File: config.mk
export PLATFORM = sky130hd
export DESIGN_NAME = switch_debounce
export DESIGN_NICKNAME = d
export VERILOG_FILES = /design/src/rtl/soc_io_pkg.sv /design/src/rtl/debounce_bit.sv /design/src/rtl/switch_debounce.sv
export SDC_FILE = /design/constraint.sdc
export NUM_CORES = 1
export LEC_CHECK = 0
export ABC_CLOCK_PERIOD_IN_PS = 2600
export CAP_MARGIN = 20
export CORE_ASPECT_RATIO = 0.7
export CORE_UTILIZATION = 60
export DETAILED_ROUTE_END_ITERATION = 16
export MAX_ROUTING_LAYER = met4
export PLACE_DENSITY = 0.76
export SLEW_MARGIN = 40
export SYNTH_ARGS = -nofsm -noshare
export SYNTH_HDL_FRONTEND = slang
export SYNTH_SLANG_ARGS = --single-unit
File: constraint.sdc
create_clock -name clk -period 2.6 [get_ports clk]
set_input_delay 0.52 -clock clk [delete_from_list [all_inputs] [get_ports clk]]
set_output_delay 0.52 -clock clk [all_outputs]
set_load 0.005 [all_outputs]
File: src/rtl/soc_io_pkg.sv
// Shared constants for the SoC I/O conditioning path and its benches.
package soc_io_pkg;

    localparam int SW_W_DEF        = 8;
    localparam int DB_CYCLES_SIM   = 4;
    localparam int DB_CYCLES_BOARD = 1_000_000;

endpackage

File: src/rtl/debounce_bit.sv
// One switch bit: two-flop synchroniser, stability counter and debounced level.
module debounce_bit
    import soc_io_pkg::*;
#(
    parameter int   DB_CYCLES = DB_CYCLES_BOARD,
    parameter logic RST_VAL   = 1'b0
) (
    input  logic clk,
    input  logic resetn,
    input  logic raw,
    output logic stable,
    output logic flip
);

    localparam int             CW      = $clog2(DB_CYCLES);
    localparam logic [CW-1:0]  CNT_MAX = CW'(DB_CYCLES - 1);

    logic          sync1;
    logic          sync2;
    logic [CW-1:0] cnt;

    // flip is the decision taken on the coming edge, consumed by the event logic
    always_comb begin
        flip = (sync2 != stable) && (cnt == CNT_MAX);
    end

    always_ff @(posedge clk or negedge resetn) begin
        if (!resetn) begin
            sync1  <= RST_VAL;
            sync2  <= RST_VAL;
            stable <= RST_VAL;
            cnt    <= '0;
        end else begin
            sync1 <= raw;
            sync2 <= sync1;
            if (sync2 == stable) begin
                cnt <= '0;
            end else if (flip) begin
                cnt    <= '0;
                stable <= ~stable;
            end else begin
                cnt <= cnt + 1'b1;
            end
        end
    end

endmodule

File: src/rtl/switch_debounce.sv
// Debounces the board switch bus and accumulates toggled bits into a sticky event.
module switch_debounce
    import soc_io_pkg::*;
#(
    parameter int              SW_W      = SW_W_DEF,
    parameter int              DB_CYCLES = DB_CYCLES_BOARD,
    parameter logic [SW_W-1:0] RST_VAL   = '0
) (
    input  logic            clk,
    input  logic            resetn,
    input  logic [SW_W-1:0] sw_raw,
    output logic [SW_W-1:0] sw_stable,
    output logic            evt_valid,
    output logic [SW_W-1:0] evt_mask,
    input  logic            evt_ready
);

    logic [SW_W-1:0] flip;
    logic [SW_W-1:0] evt_mask_next;
    logic            accept;

    for (genvar i = 0; i < SW_W; i++) begin : g_bit
        debounce_bit #(
            .DB_CYCLES (DB_CYCLES),
            .RST_VAL   (RST_VAL[i])
        ) u_bit (
            .clk    (clk),
            .resetn (resetn),
            .raw    (sw_raw[i]),
            .stable (sw_stable[i]),
            .flip   (flip[i])
        );
    end

    // A flip landing on the accept edge starts the next event instead of being dropped
    always_comb begin
        accept        = evt_valid & evt_ready;
        evt_mask_next = (accept ? '0 : evt_mask) | flip;
    end

    always_ff @(posedge clk or negedge resetn) begin
        if (!resetn) begin
            evt_mask  <= '0;
            evt_valid <= 1'b0;
        end else begin
            evt_mask  <= evt_mask_next;
            evt_valid <= |evt_mask_next;
        end
    end

endmodule
==> flow_summary.ini, run 1 <==
[power_and_ir_drop]
sw_frac_of_total_pct = 20.77
switchingPower_mw = 1.253
pwr-share-seq_pct = 51.3
p_leak_nw = 4.475
peakVddDrop_v = 0.0004402
pwr-share-comb_pct = 3.6
pwr-share-clk_pct = 45.2
p_per_area_nw_per_um2 = 604.9
internal-power_mw = 4.782

[grt]
grtUsageTotal_pct = 24.03
grt_start_max_net_pins = 67
grt_pass1_wl_um = 28570
grt_pass1_vias = 5936
antenna_found_initial = 0
grt_overflow = 0

[final_layout]
n_antenna_cell = 0
drive_gt1_share_pct = 7.366
areaGrowthSynthToFinish_pct = 11.68
fin_area_um2 = 9977
layout_commonest_cell = dfrtp_1
layout_common_cells = 193 x dfrtp_1, 174 x nor2_1, 101 x xor2_1, 65 x nand2_1, 62 x nand3_1
nets = 902
final_cells = 1086
final_util_pct = 70.09

[clocking]
numCtsBuffers = 17
cts.repair.resized = 0
clk_latency_ns = 0.43
post_cts_buffers = 0
cts.path.max_buffers = 2
root_buffer = clkbuf_16
path_clk_slew_ns = 0.06
clock_sinks = 193
cts_tree = done
holdBufCountCts = 0
cts_htree_levels = 4

[worst_setup_path]
cp-end-kind = register
critPathLaunchType = register
r2r_start = g_bit[7].u_bit.cnt[0]
criticalPathCategory = reg -> reg
crit_arrival_ns = 2.32
crit_start = g_bit[7].u_bit.cnt[0]
required_ns = 2.90
path_max_fanout = 20

[timing]
min_period_ns = 2.028
worst_clock_skew_ns = 0.005353
finalMaxSlewViolations = 0
fin_crit_sh_pct = 77.99
maxSlewHeadroom_pct = 46.34
hold_viol_final = 0
worstMarginPinSlew_ns = 0.7987
rsz0062_at_grt = no
setup-violations-final = 0
clock.fmax_mhz = 493.1
fin_setup_tns_ns = 0
whs_ns = 0.06373

[drt]
vias = 5995
wire_per_inst_um = 14.95
drc = 0
wl_um = 16240
drtIter0Drc = 362
postRouteAntennaNets = 0
viasPerCell = 5.520
drt_pass1_iterations = 6

[floorplanning]
ios = 28
fp.dieH_um = 104.1
start_util_pct = 62.76
die-area_um2 = 15390
core_um2 = 14230
die_w_um = 147.8
placementRows = 36

[synth]
synthMuxAreaShare_pct = 0
synth_xor_xnor_area_share_pct = 15.69
syn_inst = 854
synthAdderAreaFrac_pct = 1.120
synth_nets = 873
synth_cell_types = 43
yosys_warnings = 0
synth_area_um2 = 8934
synth_area_per_cell_um2 = 10.46
synth_simple_gate_area_share_pct = 25.87
synth_compound_area_share_pct = 0.7983
ys_ff_latch = 193
seq_area_frac_synth_pct = 54.06
synth_top_family_by_area = simple AND/OR/NAND/NOR gates

[place]
placed_area_um2 = 9350
portBuffers = 27
dp_hpwl_um = 11510
finalWeightedCongestion = 0.8438
placedCellCount = 1054

[flow_run]
maxCapViolCount = 0

[run_status]
outcome = finished clean

[worst_hold_path]
hold_class = in -> async
layer usage:
metal	part of all wire, %	global-route usage [%]	wire, µm
met1	48	32.54	7799
met2	47	36.73	7683
met3	2.7	3.991	433
met4	2.0	8.837	321
met5	0	-	0
Yosys cell counts (all sizes together):
cell    instances  area share [%]
or4             1           0.084
nand3          63             3.6
nor4           23             2.7
o311ai          1           0.098
nand2          66             2.9
nand4b          1           0.098
o41ai           2            0.28
or3             3            0.21
and3b           1           0.098
dfrtp         193              54
and3           31             2.2
a21o            5            0.42
ha              8             1.1
nand4          25             1.9
nor2          174             7.3
and4           14             1.4
clkbuf          1           0.042
xor2          101             9.9
nand2b          3            0.21
or2             7            0.49
and2            5            0.35
or3b            1           0.098
nor4b           9            0.88
and4b           2            0.24
nor3b           1           0.084
inv            12            0.50
nor3           13            0.84
buf            25             1.9
nor2b           2            0.14
nand3b          2            0.17
xnor2          59             5.8
logic make-up after synthesis:
logic type | after synthesis
buffers and inverters | 38
AND/OR/NAND/NOR | 447
adder cells (fa/ha/maj) | 8
XOR/XNOR | 160
AO/OA/AOI/OAI | 8
flip-flops | 193
worst max-delay path: stages, from the launching register on:
cell and delay (ns):
dfrtp_1 0.41, ha_1 0.25, nand3_1 0.21, nor4_4 0.48, or2_2 0.43, nor2_1 0.11
stage by stage:
stage / power, mW / worst slack, ns
after floorplan: 3.249 / 0.8987
after global placement: 3.357 / 0.5833
after detailed placement: 3.370 / 0.5176
after CTS: 6.097 / 0.5749
after global routing: 6.245 / 0.3705
final: 6.036 / 0.5721
power by group through the flow:
stage                     clock, mW  combinational, mW  sequential [mW]
after global routing           2.90              0.251             3.10
after CTS                      2.78              0.223             3.09
final                          2.73              0.215             3.09
after global placement            0              0.213             3.14
after detailed placement          0              0.221             3.15
after floorplan                   0              0.110             3.14
flip-flops by register name, summed over array words and instances, names as in the netlist:
signal	cells
evt_valid	1
g_bit.u_bit.sync1	8
g_bit.u_bit.cnt	160
evt_mask	8
g_bit.u_bit.sync2	8
g_bit.u_bit.stable	8
area by class of cell:
type,count,area [µm²]
clock buffer,22,464.2
clock inverter,10,156.4
fill,1041,4257
inverter,12,45.04
multi-input combinational,623,3890
sequential,193,4830
tap,190,237.7
timing repair buffer,36,354.1
final timing paths:
path | endpoint | slack, ns | cells after the start
worst max-delay path | g_bit[7].u_bit.cnt[17] | 0.57 | 5
worst min-delay path | g_bit[7].u_bit.cnt[11] | 0.06 | 1
worst max register to register | g_bit[7].u_bit.cnt[17] | 0.57 | 5
worst min register to register | g_bit[4].u_bit.sync2 | 0.35 | 0
max in group asynchronous | g_bit[6].u_bit.cnt[3] | 1.77 | 2
min in group clk | g_bit[4].u_bit.sync2 | 0.35 | 0
Note: power is estimated with default switching activity, not from simulation.
==> inputs of run 2 (changes only) <==
--- a/config.mk
+++ b/config.mk
@@ -5,7 +5,7 @@
 export SDC_FILE = /design/constraint.sdc
 export NUM_CORES = 1
 export LEC_CHECK = 0
-export ABC_CLOCK_PERIOD_IN_PS = 2600
+export ABC_CLOCK_PERIOD_IN_PS = 2000
 export CAP_MARGIN = 20
 export CORE_ASPECT_RATIO = 0.7
 export CORE_UTILIZATION = 60
==> constraint.sdc (replaced) <==
create_clock -name clk -period 2 [get_ports clk]
set_input_delay 0.4 -clock clk [delete_from_list [all_inputs] [get_ports clk]]
set_output_delay 0.4 -clock clk [all_outputs]
set_load 0.005 [all_outputs]
==> run 2 against run 1 <==
Effect of this change:
- maximum frequency increased by 6.4%
- setup slack got worse by 0.48 ns
- global-route usage increased by 0.72 points
- worst hold slack improved by 0.28 ns
- utilization rose by 0.99 points
- first-iteration DRC count is 25% lower
- largest cell class unchanged
==> flow_summary.ini, run 2 (same netlist as run 1, synthesis figures left out) <==
[place]
finalWeightedCongestion = 0.8205
dp_hpwl_um = 11700
portBuffers = 27
placed_area_um2 = 9483
placedCellCount = 1070

[power_and_ir_drop]
sw_frac_of_total_pct = 21.23
pwr-share-seq_pct = 51.1
p_per_area_nw_per_um2 = 777.6
pwr-share-clk_pct = 45.0
internal-power_mw = 6.198
switchingPower_mw = 1.670
pwr-share-comb_pct = 3.9
p_leak_nw = 4.561
peakVddDrop_v = 0.0005176

[clocking]
clk_latency_ns = 0.43
path_clk_slew_ns = 0.07
root_buffer = clkbuf_16
cts_htree_levels = 4
cts_tree = done
post_cts_buffers = 0
clock_sinks = 193
numCtsBuffers = 17
cts.path.max_buffers = 2

[final_layout]
largest_reg_flops = 160
final_cells = 1103
areaGrowthSynthToFinish_pct = 13.26
nets = 919
drive_gt1_share_pct = 8.872
layout_commonest_cell = dfrtp_1
fillers = 1017
layout_common_cells = 193 x dfrtp_1, 174 x nor2_1, 101 x xor2_1, 65 x nand2_1, 62 x nand3_1
largest_register = g_bit.u_bit.cnt
n_antenna_cell = 0
fin_area_um2 = 10120

[floorplanning]
die_w_um = 147.8
placementRows = 36
ios = 28
core_um2 = 14230
die-area_um2 = 15390
fp.dieH_um = 104.1
start_util_pct = 62.76

[grt]
grt_pass1_wl_um = 29440
grt_start_max_net_pins = 66
use_met1_pct = 32.90
antenna_found_initial = 0
met2_usage_pct = 37.87
met3_usage_pct = 5.439
grt_pass1_vias = 6212
busiest_layer = met2
grtUsageTotal_pct = 24.75
grt_overflow = 0

[drt]
wl_um = 17010
drt_pass1_iterations = 7
wire_per_inst_um = 15.42
viasPerCell = 5.587
drtIter0Drc = 271
postRouteAntennaNets = 0
drc = 0
vias = 6163

[worst_setup_path]
criticalPathCategory = reg -> reg
critPathLaunchType = register
rr_endpoint = evt_valid
crit_arrival_ns = 2.20
crit_start = evt_mask[5]
path_buf_inv = 0
r2r_cells = 5
cp_top_family = simple AND/OR/NAND/NOR gates
cp-endpoint = evt_valid
crit_slowest_cell = or4_1
cp-end-kind = register
path_max_fanout = 3
cp_cell_sequence = or4_1 -> o41ai_2 -> o311ai_1 -> nor4_1 -> nand4_1
r2r_start = evt_mask[5]
r2r_setup_slack_ns = 0.09
slowest_delay_ns = 0.54
required_ns = 2.30
crit_cells = 5

[timing]
fin_crit_sh_pct = 95.31
worstMarginPinSlew_ns = 0.6019
rsz0062_at_grt = yes
setup-violations-final = 0
worst_clock_skew_ns = 0.01020
fin_setup_tns_ns = 0
min_period_ns = 1.906
hold_viol_final = 0
maxSlewHeadroom_pct = 59.54
clock.fmax_mhz = 524.6
finalMaxSlewViolations = 0

[run_status]
outcome = finished clean

[flow_run]
maxCapViolCount = 0

[worst_hold_path]
hold_class = reg -> reg
==> run 2: worst min path at each step <==
stage / startpoint / end / slack (ns) / depth (start not counted)
floorplan: resetn / evt_mask[0] / 0.10 / 0
global placement: g_bit[0].u_bit.sync1 / g_bit[0].u_bit.sync2 / 0.33 / 0
detailed placement: g_bit[3].u_bit.sync1 / g_bit[3].u_bit.sync2 / 0.34 / 0
CTS: g_bit[3].u_bit.sync1 / g_bit[3].u_bit.sync2 / 0.35 / 0
global route: g_bit[3].u_bit.sync1 / g_bit[3].u_bit.sync2 / 0.36 / 0
finish: g_bit[4].u_bit.sync1 / g_bit[4].u_bit.sync2 / 0.34 / 0
==> run 2: power by group through the flow <==
| stage | Combinational, mW | Clock [mW] | Sequential [mW] |
|---|---|---|---|
| 2_1_floorplan | 0.143 | 0 | 4.08 |
| 3_3_place_gp | 0.288 | 0 | 4.09 |
| 3_5_place_dp | 0.301 | 0 | 4.09 |
| 4_1_cts | 0.308 | 3.59 | 4.02 |
| 5_1_grt | 0.348 | 3.75 | 4.03 |
| 6_report | 0.305 | 3.54 | 4.02 |
==> run 2: timing repair <==
| action | 4_1_cts | 5_1_grt |
|---|---|---|
| resized for setup | 0 | 4 |
| hold endpoints to repair | 59 | 0 |
| setup endpoints to repair | 0 | 26 |
| hold buffers | 1 | 0 |
==> run 2: cell type report <==
type | instances | area, µm² | share of cell area, %
clock buffers | 22 | 454.2 | 4.489
multi-input cells | 623 | 3896 | 38.51
inverters | 12 | 45.04 | 0.4452
repair buffers | 53 | 496.7 | 4.909
clock inverters | 10 | 158.9 | 1.570
flip-flops and latches | 193 | 4830 | 47.73
well taps | 190 | 237.7 | 2.349
==> run 2: routing by layer <==
layer / wire, µm / vias up / part of all wire (%)
met1: 7978 / 3094 / 47
met4: 307 / 0 / 1.8
met2: 8162 / 96 / 48
met5: 0 / - / 0
li1: - / 2949 / -
met3: 564 / 24 / 3.3
==> run 2: through the flow <==
stage / hold WS, ns / utilization (%) / power (mW) / setup slack, ns
finish: 0.3430 / 71.09 / 7.868 / 0.09386
CTS: 0.3511 / 71.00 / 7.920 / 0.04176
global placement: 0.3330 / 66.62 / 4.377 / 0.1689
detailed placement: 0.3363 / 66.62 / 4.394 / 0.05664
floorplan: 0.1044 / - / 4.224 / 0.2987
global route: 0.3573 / 71.09 / 8.127 / -0.02113
